## src/rtl/eda_arb_pkg.sv

```systemverilog
// Shared types and helpers for the round-robin arbiter slice.
// Build-time defaults are supplied here only when the global define header
// has not already set them.
`ifndef CFG_N
`define CFG_N 4
`endif
`ifndef CFG_J_WIDTH
`define CFG_J_WIDTH 2
`endif

package eda_arb_pkg;

    typedef enum logic {
        ARB_IDLE  = 1'b0,
        ARB_GRANT = 1'b1
    } arb_state_e;

    // Next priority pointer: one past the granted lane, wrapping to 0.
    function automatic int unsigned arb_next_ptr(input int unsigned idx,
                                                 input int unsigned num_req);
        return (idx + 1 >= num_req) ? 0 : idx + 1;
    endfunction

endpackage

```

## src/rtl/eda_one_hot_to_bin.sv

```systemverilog
// One-hot to binary index encoder; all-zero input yields index 0.
module eda_one_hot_to_bin #(
    parameter int unsigned NUM_REQ   = 4,
    parameter int unsigned IDX_WIDTH = 2
) (
    input  logic [NUM_REQ-1:0]   i_onehot,
    output logic [IDX_WIDTH-1:0] o_bin
);

    // OR together the indices of all set bits (exactly one for valid input).
    always_comb begin
        o_bin = '0;
        for (int unsigned i = 0; i < NUM_REQ; i++) begin
            if (i_onehot[i]) begin
                o_bin = o_bin | IDX_WIDTH'(i);
            end
        end
    end

endmodule

```

## src/rtl/eda_rr_arbiter.sv

```systemverilog
// Round-robin arbiter: rotating-priority pick among NUM_REQ lanes, grant
// held until the shared resource pulses done.
`ifndef CFG_N
`define CFG_N 4
`endif
`ifndef CFG_J_WIDTH
`define CFG_J_WIDTH 2
`endif

module eda_rr_arbiter
    import eda_arb_pkg::*;
#(
    parameter int unsigned NUM_REQ   = `CFG_N,
    parameter int unsigned IDX_WIDTH = `CFG_J_WIDTH
) (
    input  logic                 clk,
    input  logic                 rst,
    input  logic [NUM_REQ-1:0]   req,
    input  logic                 done,
    output logic [NUM_REQ-1:0]   grant,
    output logic [IDX_WIDTH-1:0] grant_idx,
    output logic                 grant_valid,
    output logic                 busy
);

    arb_state_e                 r_state;
    logic [NUM_REQ-1:0]         r_grant;
    logic [IDX_WIDTH-1:0]       r_ptr;

    logic [2*NUM_REQ-1:0]       w_req2;
    logic [NUM_REQ-1:0]         w_sel;
    logic                       w_found;
    logic [IDX_WIDTH-1:0]       w_grant_idx;

    assign w_req2 = {req, req};

    // Double-width scan: bits below ptr are masked, so the first set bit at or
    // above ptr in {req,req} is the rotating-priority winner (index mod N).
    always_comb begin
        w_sel   = '0;
        w_found = 1'b0;
        for (int unsigned k = 0; k < 2 * NUM_REQ; k++) begin
            if (!w_found && w_req2[k] && (k >= 32'(r_ptr))) begin
                w_found             = 1'b1;
                w_sel[k % NUM_REQ]  = 1'b1;
            end
        end
    end

    // Two-state grant FSM with priority pointer update on release.
    always_ff @(posedge clk or posedge rst) begin
        if (rst) begin
            r_state <= ARB_IDLE;
            r_grant <= '0;
            r_ptr   <= '0;
        end else begin
            case (r_state)
                ARB_IDLE: begin
                    if (|req) begin
                        r_grant <= w_sel;
                        r_state <= ARB_GRANT;
                    end
                end
                ARB_GRANT: begin
                    if (done) begin
                        r_grant <= '0;
                        r_ptr   <= IDX_WIDTH'(arb_next_ptr(32'(w_grant_idx), NUM_REQ));
                        r_state <= ARB_IDLE;
                    end
                end
            endcase
        end
    end

    eda_one_hot_to_bin #(
        .NUM_REQ   (NUM_REQ),
        .IDX_WIDTH (IDX_WIDTH)
    ) u_one_hot_to_bin (
        .i_onehot (r_grant),
        .o_bin    (w_grant_idx)
    );

    assign grant       = r_grant;
    assign grant_idx   = w_grant_idx;
    assign grant_valid = |r_grant;
    assign busy        = (r_state == ARB_GRANT);

    // Grant must never have more than one bit set.
    a_grant_onehot0: assert property (@(posedge clk) disable iff (rst) $onehot0(r_grant));

endmodule

```

## config.mk

```make
export PLATFORM = sky130hd
export DESIGN_NAME = eda_rr_arbiter
export DESIGN_NICKNAME = d
export VERILOG_FILES = /design/src/rtl/eda_arb_pkg.sv /design/src/rtl/eda_one_hot_to_bin.sv /design/src/rtl/eda_rr_arbiter.sv
export SDC_FILE = /design/constraint.sdc
export NUM_CORES = 1
export LEC_CHECK = 0
export ABC_CLOCK_PERIOD_IN_PS = 2380
export BUFFER_PORTS_ARGS = -buffer_cell sky130_fd_sc_hd__buf_2
export CELL_PAD_IN_SITES_DETAIL_PLACEMENT = 0
export CELL_PAD_IN_SITES_GLOBAL_PLACEMENT = 2
export CORE_MARGIN = 2
export CORE_UTILIZATION = 28
export CTS_CLUSTER_SIZE = 20
export DETAILED_ROUTE_END_ITERATION = 8
export PLACE_DENSITY_LB_ADDON = 0.12
export SYNTH_ARGS = -nofsm -noshare
export SYNTH_HDL_FRONTEND = slang
export SYNTH_SLANG_ARGS = --single-unit
```

## constraint.sdc

```tcl
create_clock -name clk -period 2.38 [get_ports clk]
set_input_delay 0.476 -clock clk [delete_from_list [all_inputs] [get_ports clk]]
set_output_delay 0.476 -clock clk [all_outputs]
set_load 0.05 [all_outputs]
```

==> results of run 1 <==
==> registers in the layout (all words and copies together) (netlist names) <==
signal  count
busy        1
grant       4
r_ptr       2
==> metrics by stage <==
| stage | hold WS (ns) | cells |
|---|---|---|
| finish | 0.137 | 76 |
| detailed placement | 0.411 | 72 |
| floorplan | 0.279 | 43 |
| global route | 0.168 | 76 |
| CTS | 0.130 | 76 |
| global placement | 0.404 | 72 |
==> layout make-up <==
| class | instances | area, um^2 |
|---|---|---|
| Fill cell | 166 | 918 |
| Tap cell | 16 | 20.0 |
| Inverter | 3 | 12.5 |
| Clock buffer | 4 | 26.3 |
| Sequential cell | 7 | 175 |
| Multi-Input combinational cell | 32 | 231 |
| Timing Repair Buffer | 14 | 70.1 |
==> layout by cell type, fill, tap and decap left out <==
cell / Yosys / routed
buf_2: 0 / 14
dfrtp_1: 7 / 7
nand2_1: 3 / 3
clkbuf_4: 0 / 3
o21a_1: 2 / 2
a21oi_1: 2 / 2
nor2_1: 2 / 2
o2bb2ai_1: 2 / 2
or2_1: 2 / 2
inv_1: 2 / 2
nand2b_1: 2 / 2
clkinv_2: 1 / 1
a2bb2oi_1: 1 / 1
o22ai_1: 1 / 1
or4_4: 1 / 1
mux2i_4: 1 / 1
a32o_2: 1 / 1
o21ai_0: 1 / 1
nand3_1: 1 / 1
o21ai_1: 1 / 1
or3_1: 1 / 1
o21ba_2: 1 / 1
nor4_1: 1 / 1
or2_2: 1 / 1
a2111oi_0: 1 / 1
a211o_1: 1 / 1
xnor2_1: 1 / 1
o31ai_1: 1 / 1
o211ai_1: 1 / 1
clkbuf_1: 1 / 1
==> cell families after synthesis <==
| logic type | count (synthesis) | synth area share, % |
|---|---|---|
| simple gates | 14 | 18.6 |
| mux | 1 | 5.33 |
| flops | 7 | 41.4 |
| xor+xnor | 1 | 2.07 |
| compound gates | 16 | 28.7 |
| buf+inv | 4 | 3.84 |
==> power by group <==
| group | internal (mW) | leakage [nW] | switching (mW) |
|---|---|---|---|
| combinational | 0.0612 | 0.161 | 0.125 |
| sequential | 0.137 | 0.0895 | 0.0298 |
| clock | 0.0638 | 0.0150 | 0.0412 |
==> critical path: stages, from the launching register on <==
cell and delay, ns:
dfrtp_1 0.41, or2_1 0.25, or3_1 0.30, buf_2 0.21
==> path summary, 6_finish.rpt <==
kind                               start           to  slack [ns]  cells past startpoint
worst min-delay path                 rst     grant[3]        0.14                      2
max in group asynchronous            rst     grant[2]        2.03                      2
worst max register to register  r_ptr[1]     grant[2]        1.08                      3
min in group clk                grant[0]     grant[0]        0.53                      1
worst max-delay path            grant[3]  grant_valid        0.47                      3
worst min register to register  grant[0]     grant[0]        0.53                      1
==> routing by layer <==
metal,up-vias,GRT usage (%),wire length (um)
met5,-,0,0
met4,0,11.3,16
met3,2,2.55,63
met2,13,19.4,475
met1,181,13.8,448
li1,194,-,-
==> impl_metrics.json, run 1 <==
{
  "status": "completed",
  "totalWireLength_um": 1000,
  "cts_root_buf": "clkbuf_4",
  "die_h_um": 42.9,
  "gp_congestion": 0.741,
  "ctsHoldBuffers": 0,
  "max_freq_mhz": 525,
  "grt_pass1_vias": 385,
  "final_nets": 68,
  "grt_overflow": 0,
  "start_kind": "flop",
  "first_iter_violations": 0,
  "syn-num-nets": 50,
  "first_pass_iters": 1,
  "finalClockSkew_ns": 0.00523,
  "drive_gt1_share_pct": 38.3,
  "antenna_cells": 0,
  "p_leak_nw": 0.265,
  "clk_pin_slew_ns": 0.05,
  "rsz0062_at_grt": "false",
  "placement.io_buffers": 14,
  "post-route-util_pct": 36.8,
  "hold_violations": 0,
  "wl_per_cell_um": 13.2,
  "grt_max_degree": 10,
  "worstMarginPinSlew_ns": 0.404,
  "syn_inst": 43,
  "synth_area_leaders": "dfrtp_1, mux2i_4, o2bb2ai_1, o21a_1, nand2b_1",
  "finalCritPeriodShare_pct": 80.1,
  "synth_most_common_cell": "dfrtp_1",
  "synth_cell_type_count": 28,
  "grt_pass1_wl_um": 1640,
  "ios": 15,
  "postCtsSetupRepairBufs": 0,
  "area_growth_pct": 26.6,
  "grt_usage_pct": 12.4,
  "h-tree-depth": 1,
  "finalSetupViolations": 0,
  "total_power_uw": 458,
  "critical_path_class": "flop to output pin",
  "min_path_type": "primary input to asynchronous set/reset pin",
  "antenna_found_initial": 0,
  "irDropWorstVdd_mv": 0.291,
  "pre_cts_slack_ns": 0.737,
  "final.setup.worst_slack_ns": 0.474,
  "syn_avg_cell_area_um2": 9.84,
  "ant_nets": 0,
  "insertion_delay_ns": 0.25,
  "synth_edf_count": 0,
  "post-dp-hpwl_um": 817,
  "placement.cell_area_um2": 509,
  "synthArstFlopShare_pct": 100,
  "synth.top_cell.area_share_pct": 41.4,
  "tns_ns": 0,
  "layout_min_cycle_time_ns": 1.91,
  "maxSlewHeadroom_pct": 72.4,
  "via_count": 390,
  "cts_sinks": 7,
  "initial_core_util_pct": 29.1,
  "cp-end-kind": "output pin",
  "cts.path.max_buffers": 2,
  "ys_seq_area_share_pct": 41.4,
  "yosysWarningCount": 0,
  "core-area_mm2": 0.00145,
  "ys_dominant_reg_cell": "dfrtp_1",
  "rows": 14,
  "ctsResizeCount": 0,
  "syn_area_um2": 423,
  "max_cap_violations": 0,
  "drv_slew": 0,
  "cts_tree": "done",
  "synth_seq_cells": 7,
  "required_ns": 1.90,
  "drcViolationCount": 0,
  "design.die.area_mm2": 0.00184,
  "p_per_area_mw_per_mm2": 856,
  "crit_fanout": 5,
  "yosysTopAreaCell": "dfrtp_1",
  "fp.dieW_um": 42.9,
  "arrival_ns": 1.43,
  "fin_area_um2": 536,
  "numCtsBuffers": 3,
  "synth_common_cells": "dfrtp_1, nand2_1",
  "avgViaCountPerCell": 5.13
}
No activity file was read; power rests on OpenSTA's default activity.
==> inputs of run 2 (changes only) <==
--- a/config.mk
+++ b/config.mk
@@ -5,12 +5,13 @@
 export SDC_FILE = /design/constraint.sdc
 export NUM_CORES = 1
 export LEC_CHECK = 0
-export ABC_CLOCK_PERIOD_IN_PS = 2380
+export ABC_AREA = 1
+export ABC_CLOCK_PERIOD_IN_PS = 1800
 export BUFFER_PORTS_ARGS = -buffer_cell sky130_fd_sc_hd__buf_2
 export CELL_PAD_IN_SITES_DETAIL_PLACEMENT = 0
 export CELL_PAD_IN_SITES_GLOBAL_PLACEMENT = 2
 export CORE_MARGIN = 2
-export CORE_UTILIZATION = 28
+export CORE_UTILIZATION = 23
 export CTS_CLUSTER_SIZE = 20
 export DETAILED_ROUTE_END_ITERATION = 8
 export PLACE_DENSITY_LB_ADDON = 0.12
==> constraint.sdc (replaced) <==
create_clock -name clk -period 1.8 [get_ports clk]
set_input_delay 0.36 -clock clk [delete_from_list [all_inputs] [get_ports clk]]
set_output_delay 0.36 -clock clk [all_outputs]
set_load 0.05 [all_outputs]
==> impl_metrics.json, run 2 <==
{
  "ys_dominant_reg_cell": "dfrtp_1",
  "finalSetupViolations": 0,
  "grt_usage_pct": 11.3,
  "synth-xor-area-share_pct": 0,
  "ios": 15,
  "rows": 15,
  "cts_root_buf": "clkbuf_4",
  "syn-num-nets": 63,
  "gp_congestion": 0.687,
  "cts_sinks": 7,
  "via_count": 400,
  "grt_pass1_wl_um": 1660,
  "grt_max_degree": 8,
  "totalWireLength_um": 957,
  "yosysTopAreaCell": "dfrtp_1",
  "first_iter_violations": 3,
  "start_kind": "flop",
  "first_pass_iters": 4,
  "cts.path.max_buffers": 2,
  "max_cap_violations": 0,
  "die_h_um": 46.0,
  "synthMuxAreaShare_pct": 0,
  "post-dp-hpwl_um": 798,
  "synthAdderAreaFrac_pct": 0,
  "r2r_start": "busy",
  "postCtsSetupRepairBufs": 0,
  "ys_seq_area_share_pct": 43.1,
  "drcViolationCount": 0,
  "min_path_type": "primary input to asynchronous set/reset pin",
  "synthSimpleGateAreaFrac_pct": 31.7,
  "clk_pin_slew_ns": 0.05,
  "syn_area_um2": 407,
  "required_ns": 1.44,
  "critical_path_class": "flop to output pin",
  "ctsHoldBuffers": 0,
  "synth_cell_type_count": 15,
  "insertion_delay_ns": 0.25,
  "synth_seq_cells": 7,
  "largest_register_ffs": 4,
  "rr_worst_depth": 5,
  "initial_core_util_pct": 24.1,
  "crit_fanout": 5,
  "avgViaCountPerCell": 4.40,
  "design.die.area_mm2": 0.00212,
  "antenna_cells": 0,
  "synth_common_cells": "nand2_1, inv_1, dfrtp_1, nor2_1",
  "area_growth_pct": 28.9,
  "max_freq_mhz": 665,
  "synth-compound-area-share_pct": 14.2,
  "finalClockSkew_ns": 0.00223,
  "status": "completed",
  "worstMarginPinSlew_ns": 0.285,
  "final_common_cell": "nand2_1",
  "yosysWarningCount": 0,
  "final_nets": 82,
  "antenna_found_initial": 0,
  "synthArstFlopShare_pct": 100,
  "worst-r2r-setup-slack_ns": 0.73,
  "synth_top_family_by_area": "simple AND/OR/NAND/NOR gates",
  "layout_min_cycle_time_ns": 1.50,
  "tns_ns": 0,
  "synth_most_common_cell": "nand2_1",
  "numCtsBuffers": 3,
  "syn_avg_cell_area_um2": 7.26,
  "cts_tree": "done",
  "rsz0062_at_grt": "false",
  "maxSlewHeadroom_pct": 80.9,
  "drv_slew": 0,
  "grt_pass1_vias": 375,
  "layout_common_cells": "nand2_1, buf_2, inv_1",
  "arrival_ns": 1.14,
  "cp-end-kind": "output pin",
  "synth_edf_count": 0,
  "placement.io_buffers": 14,
  "post-route-util_pct": 31.0,
  "h-tree-depth": 1,
  "ctsResizeCount": 0,
  "synth_area_leaders": "dfrtp_1, nand2_1, inv_1, o21bai_1, nand4_1",
  "r2r_end": "grant[3]",
  "ant_nets": 0,
  "synth.top_cell.area_share_pct": 43.1,
  "hold_violations": 0,
  "finalCritPeriodShare_pct": 83.5,
  "syn_inst": 56,
  "drive_gt1_share_pct": 32.4,
  "wl_per_cell_um": 10.5,
  "fp.dieW_um": 46.0,
  "grt_overflow": 0,
  "core-area_mm2": 0.00169
}
-- run 2: cell count changes after synthesis, sizes merged, moves of 2 or more --
| cell | before | now |
|---|---|---|
| inv | 2 | 12 |
| nand2 | 3 | 17 |
| nand2b | 2 | 0 |
| nand4 | 0 | 3 |
| nor2 | 2 | 7 |
| o21a | 2 | 0 |
| o21bai | 0 | 3 |
| o2bb2ai | 2 | 0 |
| or2 | 3 | 0 |
-- run 2: final cells by class --
cell class,instances,area (um^2)
Tap cell,17,21.3
Timing Repair Buffer,14,70.1
Clock buffer,4,26.3
Inverter,12,45.0
Multi-Input combinational cell,37,186
Fill cell,203,1160
Sequential cell,7,175
-- run 2: worst max-delay path, cell delays in order (launching register included) --
cell and delay [ns]:
dfrtp_1 0.42, nor2_1 0.21, inv_1 0.06, buf_2 0.21
-- run 2: logic make-up after synthesis --
logic type	after synthesis
AND/OR/NAND/NOR	29
buffers and inverters	12
AO/OA/AOI/OAI	8
flip-flops	7
-- run 2: how the worst max path moves through the flow --
stage              from      endpoint  slack (ns)  cells past startpoint
4_1_cts        grant[1]  grant_idx[0]        0.27                      3
3_3_place_gp   grant[3]   grant_valid        0.57                      3
6_report       grant[1]  grant_idx[0]        0.30                      3
2_1_floorplan  grant[3]   grant_valid        0.29                      2
5_1_grt        grant[3]   grant_valid        0.20                      3
3_5_place_dp   grant[3]   grant_valid        0.56                      3
-- run 2: metrics by stage --
stage / std cells / worst slack [ns] / instance area [um^2] / hold slack (ns)
after global routing: 91 / 0.204 / 524 / 0.0655
final: 91 / 0.296 / 524 / 0.0376
after global placement: 87 / 0.572 / 498 / 0.312
after detailed placement: 87 / 0.556 / 498 / 0.312
after CTS: 91 / 0.272 / 524 / 0.0416
after floorplan: 56 / 0.293 / 407 / 0.163
-- run 2: layer usage --
layer	part of all wire (%)	GRT usage, %	vias up
met5	0	0	-
met4	0	1.71	0
met3	3.9	5.95	0
met2	43	15.6	6
met1	53	15.8	181
li1	-	-	213
Power of run 2 is not shown: default switching activity piles up to over one toggle a cycle in this logic, so the estimate is an artifact.
